`config.mk`:
```
export PLATFORM = sky130hd
export DESIGN_NAME = packet_disassembler
export DESIGN_NICKNAME = d
export VERILOG_FILES = /design/src/rtl/packet_disassembler.sv
export SDC_FILE = /design/constraint.sdc
export NUM_CORES = 1
export LEC_CHECK = 0
export CORE_ASPECT_RATIO = 0.8
export CORE_UTILIZATION = 50
export DETAILED_ROUTE_END_ITERATION = 10
export GPL_ROUTABILITY_DRIVEN = 0
export PLACE_DENSITY = 0.74
export SLEW_MARGIN = 10
export SYNTH_ARGS = -nofsm -noshare
export SYNTH_HDL_FRONTEND = slang
export SYNTH_SLANG_ARGS = --single-unit
```
`constraint.sdc`:
```
create_clock -name clk_pixel -period 2.45 [get_ports clk_pixel]
set_clock_uncertainty 0.1 [all_clocks]
set_input_delay 0.245 -clock clk_pixel [delete_from_list [all_inputs] [get_ports clk_pixel]]
set_output_delay 0.245 -clock clk_pixel [all_outputs]
set_load 0.03 [all_outputs]
```
`src/rtl/packet_disassembler.sv`:
```
// HDMI data island receiver: rebuilds header/subpackets and checks the BCH ECC bytes.
// Optional: define AUDIO_FRAME_COUNTER_EN to count IEC 60958 frames on audio sample packets.
module packet_disassembler #(
   parameter int DROP_BAD_PACKETS = 0
) (
   input  logic        clk_pixel,
   input  logic        reset,
   input  logic        data_island_period,
   input  logic [8:0]  packet_data,
   output logic        packet_valid,
   output logic [23:0] header,
   output logic [55:0] sub [3:0],
   output logic [7:0]  packet_type,
   output logic        header_ecc_error,
   output logic [3:0]  sub_ecc_error,
   output logic [7:0]  frame_counter
);

   logic [4:0]        r_cnt;
   logic [7:0]        r_ecc_h;
   logic [7:0]        r_par_h;
   logic [23:0]       r_hdr_sr;
   logic [23:0]       r_header;
   logic [3:0][7:0]   r_ecc_s;
   logic [3:0][7:0]   r_par_s;
   logic [3:0][55:0]  r_sub_sr;
   logic [3:0][55:0]  r_sub;
   logic              r_valid;
   logic              r_herr;
   logic [3:0]        r_serr;

   logic              w_last;
   logic [7:0]        w_par_h;
   logic [3:0][7:0]   w_par_s;
   logic              w_herr;
   logic [3:0]        w_serr;
   logic              w_bad;
   logic              w_load;

   function automatic logic [7:0] f_ecc(input logic [7:0] e, input logic b);
      f_ecc = (e[0] ^ b) ? ((e >> 1) ^ 8'h83) : (e >> 1);
   endfunction

   // Beat-31 parity bits are used straight off the input.
   always_comb begin
      w_last  = data_island_period && (r_cnt == 5'd31);
      w_par_h = {packet_data[0], r_par_h[7:1]};
      w_herr  = (w_par_h != r_ecc_h);
      w_par_s = '0;
      w_serr  = '0;
      for (int i = 0; i < 4; i++) begin
         w_par_s[i] = {packet_data[5+i], packet_data[1+i], r_par_s[i][7:2]};
         w_serr[i]  = (w_par_s[i] != r_ecc_s[i]);
      end
      w_bad  = w_herr | (|w_serr);
      w_load = w_last && ((DROP_BAD_PACKETS == 0) || !w_bad);
   end

   always_ff @(posedge clk_pixel) begin
      if (reset) begin
         r_cnt    <= '0;
         r_ecc_h  <= '0;
         r_par_h  <= '0;
         r_hdr_sr <= '0;
         r_header <= '0;
         r_ecc_s  <= '0;
         r_par_s  <= '0;
         r_sub_sr <= '0;
         r_sub    <= '0;
         r_valid  <= 1'b0;
         r_herr   <= 1'b0;
         r_serr   <= '0;
      end else begin
         r_valid <= w_load;
         if (!data_island_period) begin
            r_cnt   <= '0;
            r_ecc_h <= '0;
            r_par_h <= '0;
            r_ecc_s <= '0;
            r_par_s <= '0;
         end else begin
            r_cnt <= r_cnt + 5'd1;
            if (r_cnt < 5'd24) begin
               r_ecc_h  <= f_ecc(r_ecc_h, packet_data[0]);
               r_hdr_sr <= {packet_data[0], r_hdr_sr[23:1]};
            end else begin
               r_par_h <= {packet_data[0], r_par_h[7:1]};
            end
            for (int i = 0; i < 4; i++) begin
               if (r_cnt < 5'd28) begin
                  r_ecc_s[i]  <= f_ecc(f_ecc(r_ecc_s[i], packet_data[1+i]),
                                       packet_data[5+i]);
                  r_sub_sr[i] <= {packet_data[5+i], packet_data[1+i],
                                  r_sub_sr[i][55:2]};
               end else begin
                  r_par_s[i] <= {packet_data[5+i], packet_data[1+i],
                                 r_par_s[i][7:2]};
               end
            end
            if (w_last) begin
               r_ecc_h <= '0;
               r_par_h <= '0;
               r_ecc_s <= '0;
               r_par_s <= '0;
               r_herr  <= w_herr;
               r_serr  <= w_serr;
               if (w_load) begin
                  r_header <= r_hdr_sr;
                  r_sub    <= r_sub_sr;
               end
            end
         end
      end
   end

   for (genvar g = 0; g < 4; g++) begin : g_sub
      assign sub[g] = r_sub[g];
   end

   assign packet_valid     = r_valid;
   assign header           = r_header;
   assign packet_type      = r_header[7:0];
   assign header_ecc_error = r_herr;
   assign sub_ecc_error    = r_serr;

`ifdef AUDIO_FRAME_COUNTER_EN
   logic [7:0] r_frame;

   // Only clean audio sample packets advance the 192-frame block index.
   always_ff @(posedge clk_pixel) begin
      if (reset) begin
         r_frame <= '0;
      end else if (w_last && !w_bad && (r_hdr_sr[7:0] == 8'h02)) begin
         r_frame <= (r_frame == 8'd191) ? 8'd0 : r_frame + 8'd1;
      end
   end

   assign frame_counter = r_frame;
`else
   assign frame_counter = 8'd0;
`endif

endmodule

```
======== Word level (Yosys, flattened, before mapping) ========
Index checks and enable logic that the tools add are counted.
cells by class
  equal/unequal tests ..................... 6
  shifts and indexed selects .............. 0
  muxes and demuxes ....................... 9
  reductions and logical operators ........ 6
  add/subtract/negate cells ............... 1
  bitwise gates (word level) .............. 19
  $lt $le $gt $ge ......................... 2
  multiply operators ...................... 0
  divide/modulo/power cells ............... 0
operators by type and width
  cell                                         count
  two-way mux 8 bit                            9
  != test 8 bit                                5
  inverter 2 -> 3 bit                          9
  < comparator 5 bit, second input constant    2
  XOR 1 bit                                    9
  AND reduction 2 bit                          3
  adder 5 x 1 -> 5 bit, second input constant  1
  == test 5 bit, second input constant         1
  OR reduction 3 bit                           1
  OR reduction 2 bit                           1
  logical AND 1 bit                            1
  inverter 1 bit                               1
storage, ports and cells
  word-level logic and storage cells ...... 67
  bits of input ports ..................... 12
  memory bits (writable) .................. 0
  bits in latches ......................... 0
  bits in read-only memories .............. 0
  output and inout port bits .............. 270
  flip-flop bits (word level) ............. 587
  memories ................................ 0

======== Longest topological paths before layout ========
Gate-level depths: netlist of the first run.
  depth in word-level cells ............... 4
  depth in mapped cells ................... 9
  mapped depth without buffers ............ 6

======== Worst setup path after synthesis of the first run ========
No wires, ideal clock.
  path type ............................... register to register
  start ................................... reg r_cnt[0]
  end ..................................... reg r_sub, in the netlist sub[127]
  setup slack ............................. 557 ps
  library setup time ...................... 70 ps
  stages on the path, launching flop included .. 9
  buffers on the path ..................... 2
  arrival time ............................ 1723 ps
  cells stage by stage .................... dfxtp_1 > ha_1 > and3_1 > ha_1 > nand2_1 > buf_2 > buf_1 > nand2_1 > a21oi_1
on the way
  word-level cells in the longest chain between the ends .. 3
ends and longest elaborated chain
  element                               line  RTL
  start, declared                       19    logic [4:0] r_cnt;
  start signal, assigned                82    r_cnt <= r_cnt + 5'd1;
  == test 5 bit                         46    w_last = data_island_period && (r_cnt == 5'd31);
  logical AND 1 bit                     46
  AND reduction 2 bit (no source line)  --
  end signal, assigned                  109   r_sub <= r_sub_sr;
  end, declared                         27    logic [3:0][55:0] r_sub;
Every way passes these cells.
A chain may end at the register's enable or synchronous reset.

======== Final worst setup path of the first run ========
  start ................................... reg r_cnt[0]
  end ..................................... reg r_sub, in the netlist sub[115]
The elaborated chain is that of the path after synthesis.

==> results of run 1 <==
worst paths after layout:
kind	start	to	cells after the start
min	packet_data[7]	r_par_s[23]	3
max	r_cnt[0]	sub[115]	7
min reg2reg	r_sub_sr[56]	r_sub_sr[56]	2
max reg2reg	r_cnt[0]	sub[115]	7
where the power goes:
part           switching [uW]  internal (uW)  total, uW
clock                    3460           4930       8390
combinational             393            160        553
sequential               43.4           9440       9480
cell type report:
cell class | instances | share of cell area
Antenna cell | 1 | 0.00009902
Clock buffer | 84 | 0.06392
Clock inverter | 13 | 0.006684
Multi-Input combinational cell | 1817 | 0.3183
Sequential cell | 578 | 0.4579
Tap cell | 544 | 0.02693
Timing Repair Buffer | 301 | 0.1262
placed cells by master, fill, tap and decap left out, types with 5 or more instances in the layout:
master	count
nand2_1	1108
dfxtp_1	578
a21oi_1	557
clkdlybuf4s50_1	272
xnor2_1	56
clkbuf_16	55
nor2_1	19
buf_12	19
clkbuf_1	16
clkbuf_8	13
xor2_1	10
a211oi_1	8
conb_1	8
clkinv_2	8
buf_4	8
nand3_1	7
nand4_1	6
nor4_1	5
nor3_1	5
and2_1	5
cells by family after synthesis:
kind of cell	after synthesis	share of synthesized area
xor gates and xnor gates	67	0.02894
AOI/OAI and AO/OA	570	0.1401
buffers and inverters	209	0.04746
other	1	0.0001826
DFF	578	0.5635
and+or+nand+nor	1170	0.2186
adders and majority gates	2	0.001218
metrics by stage:
step / instance area (um^2) / total power [uW] / setup WS (ps)
floorplan: 20560 / 10120 / 556.5
global placement: 23470 / 10230 / 438.2
detailed placement: 23470 / 10250 / 342.9
CTS: 25270 / 18590 / 365.5
global route: 25270 / 19050 / 174.0
finish: 25270 / 18430 / 348.1
sequential cells by signal (all words and copies together), names as in the netlist:
register / cells
r_ecc_h: 8
packet_valid: 1
r_hdr_sr: 24
header_ecc_error: 1
r_sub_sr: 224
r_ecc_s: 32
r_par_s: 24
sub_ecc_error: 4
sub: 224
r_cnt: 5
r_par_h: 7
header: 24
routing by layer:
layer / part of all wire / track usage / vias up
met5: 0 / 0 / -
met4: 0.022 / 0.07034 / 0
met3: 0.053 / 0.04151 / 68
met2: 0.47 / 0.3545 / 393
met1: 0.46 / 0.2942 / 8108
li1: - / - / 8613
critical path: cells and delay by family, from the launching register on:
family / cells / cell delay [ps]
compound gates: 1 / 160
fa+ha+maj: 2 / 450
buf+inv: 1 / 420
flops: 1 / 350
simple gates: 3 / 510
==> results.md, run 1 <==
- CTS tree: built
- Multi-input logic area: 0.008044 mm^2
- Relative slew margins: 0.6005
- Syn. warnings: 0
- CP Launch Type: register
- Slowest-stage cell, CP: buf_4
- FP Rows: 66
- Initial core utilization: 0.5064
- Die Ht: 183.3 um
- Peak supply drop: 0.0005658 V
- Nets: 2765
- Count leader, synth: nand2_1
- WL/cell: 14.27 um
- Initial antenna violation count: 1
- Post-synth top area share: 0.5635
- I/O Pins: 282
- Area grow syn2layout: 23.06%
- Crit path required time: 2850 ps
- Vias/cell: 5.147
- DR pass1 iterations: 5
- First-pass GRT wire length: 76950 um
- Worst hold path class: in2reg
- Clock latency on the worst-skew pair: 580 ps
- Critical-path cell list: ha_1, and3_1, ha_1, and2_4, buf_4, nand2_1, a21oi_1
- Hold Violations, Final: 0
- Crit-path max FO: 45
- DP Cell Count: 3239
- Prevailing post-synth register cell: dfxtp_1
- Setup TNS: 0 ps
- Core area: 0.04055 mm^2
- Synth cell count leaders: nand2_1 (1109), dfxtp_1 (578), a21oi_1 (557), clkbuf_1 (112), buf_2 (58)
- DRT antenna net count: 0
- FF+latch count, synth: 578
- Post-route minimum period: 2102 ps
- CP arrival: 2510 ps
- Max cap viols: 0
- Root buf cell: clkbuf_16
- Clock-pin slew on the worst setup and hold paths: 60 ps
- Top cells by area, synth: dfxtp_1 (56%), nand2_1 (20%), a21oi_1 (14%)
- P per Cell Area: 729.3 mW/mm^2
- WL final: 47650 um
- Fin crit share: 0.8579
- CTS resizes: 0
- # port buffers: 273
- Final Max Slew Viols: 0
- Status: complete, no violations
- Syn Inst Count: 2597
- Die Width: 228.6 um
- Via count: 17180
- Worst Setup Path Type: reg2reg
- Clock Sinks: 578
- Yosys top cell by area: dfxtp_1
- Ys async rst share: 0
- Post-synth EDFFs: 0
- Layout cells sized above 1: 0.04189
- P_leak: 0.008122 uW
- Detailed router's first-iteration violation count: 1372
- Syn Std Cell Area: 0.02053 mm^2
- Final Non-Filler Cells: 3338
- Most frequent CP cell: ha_1
- Number of setup buffers added after CTS: 0
- Total GRT Usage: 0.2186
- DR DRC count: 0
- CTS Hold Bufs: 1
- Fmax: 475.8 MHz
- Hold_ws: 269.6 ps
- Grt ovf: 0
- Setup crit end kind: register
- Syn avg cell area: 7.907 um^2
- Register area share after synthesis: 0.5635
- Flop2flop setup slack: 350 ps
- Worst slew pin tran: 599.2 ps
- Die area: 0.04189 mm^2
- Post-DP HPWL: 29390 um
- Layout filler cell count: 3441
- TritonCTS buffer count: 53
- RSZ-0062 raised after global routing: no
- CP max stage delay: 420 ps
- Largest net degree at the start of global routing: 133
- Deepest clock path buffer count: 3
- Number of library cell types mapped by synthesis: 30
- Final setup violating endpoints: 0
- Final Util: 0.6232
- Number of global-route vias before repair: 15550
- Register area: 0.01157 mm^2
- H-tree depth: 2
No activity file was read; power rests on OpenSTA's default activity.
==> run 2: changes to the inputs <==
==> constraint.sdc (replaced) <==
create_clock -name clk_pixel -period 2.2 [get_ports clk_pixel]
set_clock_uncertainty 0.1 [all_clocks]
set_input_delay 0.22 -clock clk_pixel [delete_from_list [all_inputs] [get_ports clk_pixel]]
set_output_delay 0.22 -clock clk_pixel [all_outputs]
set_load 0.03 [all_outputs]
==> results.md, run 2 (same netlist as run 1, synthesis figures left out) <==
- Core area: 0.04055 mm^2 (unchanged)
- CP Launch Type: register (unchanged)
- Final Non-Filler Cells: 3347 (was 3338)
- Largest net degree at the start of global routing: 196 (was 133)
- First-pass GRT wire length: 76950 um (unchanged)
- # port buffers: 273 (unchanged)
- DRT antenna net count: 0 (unchanged)
- Area grow syn2layout: 23.69% (was 23.06%)
- Root buf cell: clkbuf_16 (unchanged)
- Setup TNS: 0 ps (unchanged)
- R2R depth: 8 (was 7)
- Worst Setup Path Type: reg2reg (unchanged)
- DR pass1 iterations: 5 (unchanged)
- P per Cell Area: 801.2 mW/mm^2 (was 729.3 mW/mm^2)
- P_leak: 0.008189 uW (was 0.008122 uW)
- WL/cell: 14.15 um (was 14.27 um)
- Relative slew margins: 0.4090 (was 0.6005)
- Die area: 0.04189 mm^2 (unchanged)
- Layout cells sized above 1: 0.04782 (was 0.04189)
- Nets: 2777 (was 2765)
- Clock-pin slew on the worst setup and hold paths: 60 ps (about the same)
- RSZ-0062 raised after global routing: no (unchanged)
- Number of setup buffers added after CTS: 0 (unchanged)
- Layout filler cell count: 3452 (was 3441)
- Number of global-route vias before repair: 15650 (was 15550)
- H-tree depth: 2 (unchanged)
- Final Max Slew Viols: 0 (unchanged)
- Die Width: 228.6 um (unchanged)
- RR Startpoint: r_cnt[0] (unchanged)
- Worst r2r dst: sub[61] (was sub[115])
- Via count: 17210 (was 17180)
- Commonest non-fill, non-tap cells in the layout: nand2_1 (1108), dfxtp_1 (578), a21oi_1 (557) (unchanged)
- WP buf/inv: 2 (was 1)
- Max cap viols: 0 (unchanged)
- Flop2flop setup slack: 150 ps (was 350 ps)
- Initial antenna violation count: 1 (unchanged)
- Status: complete, no violations (unchanged)
- WL final: 47370 um (was 47650 um)
- Post-DP HPWL: 29640 um (was 29390 um)
- DR DRC count: 0 (unchanged)
- Detailed router's first-iteration violation count: 1199 (was 1372)
- Worst Hold Endpoint: r_par_s[22] (was r_par_s[23])
- Grt ovf: 0 (unchanged)
- CTS tree: built (unchanged)
- TritonCTS buffer count: 55 (was 53)
- Top delay family on crit path: simple AND/OR/NAND/NOR gates (unchanged)
- Hold Crit Start: packet_data[3] (was packet_data[7])
- Critical-path cell list: ha_1, and3_1, ha_2, and2_4, buf_12, buf_12, nand2_1, a21oi_1 (was ha_1, and3_1, ha_1, and2_4, buf_4, nand2_1, a21oi_1)
- Slowest-stage cell, CP: dfxtp_1 (was buf_4)
- Crit-path max FO: 36 (was 45)
- FP Rows: 66 (unchanged)
- Clock latency on the worst-skew pair: 580 ps (about the same)
- Die Ht: 183.3 um (unchanged)
- Clock Sinks: 578 (unchanged)
- Hold Violations, Final: 0 (unchanged)
- Post-route minimum period: 2049 ps (was 2102 ps)
- Most common cell after layout, fill and taps aside: nand2_1 (unchanged)
- Min-Delay Path Depth: 3 (unchanged)
- Crit path required time: 2590 ps (was 2850 ps)
- Initial core utilization: 0.5064 (unchanged)
- CP arrival: 2440 ps (was 2510 ps)
- Vias/cell: 5.141 (was 5.147)
- Worst hold path class: in2reg (unchanged)
- Most frequent CP cell: buf_12 (was ha_1)
- Setup crit end kind: register (unchanged)
- Fmax: 488.1 MHz (was 475.8 MHz)
- Peak supply drop: 0.0006595 V (was 0.0005658 V)
- Fin crit share: 0.9313 (was 0.8579)
- Final setup violating endpoints: 0 (unchanged)
- Total GRT Usage: 0.2177 (was 0.2186)
- Total power: 20350 uW (was 18430 uW)
- DP Area: 0.02361 mm^2 (was 0.02347 mm^2)
- DP Cell Count: 3249 (was 3239)
- Design area: 0.02540 mm^2 (was 0.02527 mm^2)
- Deepest clock path buffer count: 3 (unchanged)
- CP max stage delay: 360 ps (was 420 ps)
- Hold_ws: 246.0 ps (was 269.6 ps)
- Worst Setup SP: r_cnt[0] (unchanged)
- Worst slew pin tran: 886.5 ps (was 599.2 ps)
- I/O Pins: 282 (unchanged)
[run 2: area by class of cell]
class,instances,area (um^2),share of cell area
flip-flops and latches,578,11570,0.4556
multi-input cells,1817,8046,0.3168
repair buffers,311,3326,0.1309
clock buffers,81,1655,0.06517
well taps,544,680.7,0.02680
clock inverters,15,117.6,0.004631
diodes,1,2.502,0.00009852
[run 2: worst max-delay path by stage]
stage / slack [ps] / end / cells after the start
finish: 150 / sub[61] / 8
global route: 40 / sub[73] / 8
CTS: 90 / sub[89] / 8
detailed placement: 120 / sub[89] / 8
global placement: 230 / r_sub_sr[93] / 6
floorplan: 310 / sub[127] / 8
[run 2: worst reg2reg max path: stages (launching register included)]
cell	delay, ps
dfxtp_1	360
ha_1	190
and3_1	170
ha_2	230
and2_4	250
buf_12	200
buf_12	220
nand2_1	110
a21oi_1	130
[run 2: report_power, final]
group          switching [uW]  internal, uW
Clock                    3870          5300
Sequential               48.6         10500
Combinational             437           183
[run 2: per-stage QoR]
step | utilization | setup slack [ps]
2_1_floorplan | - | 306.5
3_3_place_gp | 0.5823 | 230.1
3_5_place_dp | 0.5823 | 118.1
4_1_cts | 0.6263 | 87.30
5_1_grt | 0.6264 | 35.17
6_report | 0.6264 | 151.0
[run 2: layer usage]
layer,GRT usage,up-vias,part of all wire
li1,-,8639,-
met1,0.2927,8077,0.45
met2,0.3559,416,0.47
met3,0.04462,74,0.060
met4,0.05799,0,0.020
met5,0,-,0
[run 2: repair_timing]
item                                   4_1_cts  5_1_grt
setup endpoints to repair                    0        7
hold buffers                                 1        0
endpoints found under the hold margin       16        0
resized for setup                            0        1
==> run 3: changes to the inputs <==
--- a/config.mk
+++ b/config.mk
@@ -5,11 +5,11 @@
 export SDC_FILE = /design/constraint.sdc
 export NUM_CORES = 1
 export LEC_CHECK = 0
-export CORE_ASPECT_RATIO = 0.8
-export CORE_UTILIZATION = 50
+export CORE_ASPECT_RATIO = 0.7
+export CORE_UTILIZATION = 54
 export DETAILED_ROUTE_END_ITERATION = 10
 export GPL_ROUTABILITY_DRIVEN = 0
-export PLACE_DENSITY = 0.74
+export PLACE_DENSITY = 0.79
 export SLEW_MARGIN = 10
 export SYNTH_ARGS = -nofsm -noshare
 export SYNTH_HDL_FRONTEND = slang
==> results.md, run 3 (same netlist as run 1, synthesis figures left out) <==
- Commonest non-fill, non-tap cells in the layout: nand2_1 (1108), dfxtp_1 (578), a21oi_1 (557) (unchanged)
- Vias/cell: 5.283 (was 5.141)
- Area grow syn2layout: 24.74% (was 23.69%)
- Max cap viols: 0 (unchanged)
- Clock-pin slew on the worst setup and hold paths: 60 ps (about the same)
- Detailed router's first-iteration violation count: 1637 (was 1199)
- CP Launch Type: register (unchanged)
- Post-route minimum period: 2053 ps (was 2049 ps)
- Worst hold path class: in2reg (unchanged)
- Final Max Slew Viols: 0 (unchanged)
- WL/cell: 14.60 um (was 14.15 um)
- Relative slew margins: 0.4863 (was 0.4090)
- Setup WS pre-CTS: 147.5 ps (was 118.1 ps)
- Deepest clock path buffer count: 3 (unchanged)
- N_diodes: 0 (was 1)
- Worst Setup Path Type: reg2reg (unchanged)
- Fmax: 487.1 MHz (was 488.1 MHz)
- I/O Pins: 282 (unchanged)
- Post-DP HPWL: 30330 um (was 29640 um)
- Setup crit end kind: register (unchanged)
- Via count: 17420 (was 17210)
- Clock latency on the worst-skew pair: 570 ps (was 580 ps)
- CP arrival: 2430 ps (was 2440 ps)
- DRT antenna net count: 0 (unchanged)
- Initial core utilization: 0.5508 (was 0.5064)
- TritonCTS buffer count: 51 (was 55)
- Crit path required time: 2580 ps (was 2590 ps)
- Hold Violations, Final: 0 (unchanged)
- Hold Crit Start: packet_data[1] (was packet_data[3])
- P per Cell Area: 828.8 mW/mm^2 (was 801.2 mW/mm^2)
- WL final: 48120 um (was 47370 um)
- Final setup violating endpoints: 0 (unchanged)
- DR pass1 iterations: 5 (unchanged)
- DP Cell Count: 3208 (was 3249)
- Die Width: 235.1 um (was 228.6 um)
- Final setup margin: 147.2 ps (was 151.0 ps)
- Status: complete, no violations (unchanged)
- Die Ht: 165.2 um (was 183.3 um)
- Initial antenna violation count: 0 (was 1)
- Worst Setup SP: r_cnt[0] (unchanged)
- Crit-path max FO: 39 (was 36)
- Most common cell after layout, fill and taps aside: nand2_1 (unchanged)
- Core area: 0.03728 mm^2 (was 0.04055 mm^2)
- P_leak: 0.008331 uW (was 0.008189 uW)
- Number of global-route vias before repair: 15800 (was 15650)
- Nets: 2788 (was 2777)
- Setup TNS: 0 ps (unchanged)
- Total power: 21230 uW (was 20350 uW)
- Layout cells sized above 1: 0.05233 (was 0.04782)
- FP Rows: 59 (was 66)
- Number of setup buffers added after CTS: 0 (unchanged)
- H-tree depth: 2 (unchanged)
- CTS tree: built (unchanged)
- Clock Sinks: 578 (unchanged)
- Grt ovf: 0 (unchanged)
- Fin crit share: 0.9331 (was 0.9313)
- RSZ-0062 raised after global routing: no (unchanged)
- First-pass GRT wire length: 77400 um (was 76950 um)
- Hold_ws: 260.5 ps (was 246.0 ps)
- Peak supply drop: 0.0006494 V (was 0.0006595 V)
- Total GRT Usage: 0.2371 (was 0.2177)
- Largest net degree at the start of global routing: 128 (was 196)
- Root buf cell: clkbuf_16 (unchanged)
- DR DRC count: 0 (unchanged)
- RR Startpoint: r_cnt[0] (unchanged)
- Die area: 0.03882 mm^2 (was 0.04189 mm^2)
- Worst slew pin tran: 770.6 ps (was 886.5 ps)
- Final Non-Filler Cells: 3297 (was 3347)
- # port buffers: 273 (unchanged)
==> run 3: layout make-up <==
type	count	area, um^2
clock buffer	65	1449
clock inverter	23	452.9
fill	2859	11660
multi-input combinational	1817	8044
sequential	578	11570
tap	488	610.6
timing repair buffer	326	3488
==> run 3: final timing paths <==
check / end / slack, ps / cells after the start
min reg2reg: r_cnt[0] / 350 / 1
min: r_par_s[6] / 260 / 3
max: header[1] / 150 / 8
max reg2reg: header[1] / 150 / 8
==> run 3: critical path, cell delays in order, from the launching register on <==
cell     delay [ps]
dfxtp_1         350
ha_1            180
and3_1          160
ha_1            260
and2_4          240
buf_12          210
buf_12          230
nand2_1          80
a21oi_1         140
==> run 3: what timing repair did <==
item                                    4_1_cts  5_1_grt
endpoints found under the setup margin        0        0
endpoints found under the hold margin        32        0
hold buffers                                  1        0
resized for setup                             0        0
==> run 3: through the flow <==
step	area [um^2]	util
after floorplan	20560	-
after global placement	23700	0.6358
after detailed placement	23700	0.6358
after CTS	25620	0.6871
after global routing	25620	0.6871
final	25620	0.6871
==> run 3: power by group <==
group	switching, uW	internal (uW)
clock network	3880	6160
logic	442	198
registers	47.2	10500
==> run 3: routing by layer <==
metal	GRT usage	wire length, um	vias up
met3	0.04255	2698	87
met4	0.06938	1125	0
met2	0.3978	22740	437
li1	-	-	8682
met1	0.3142	21560	8211
met5	0	0	-
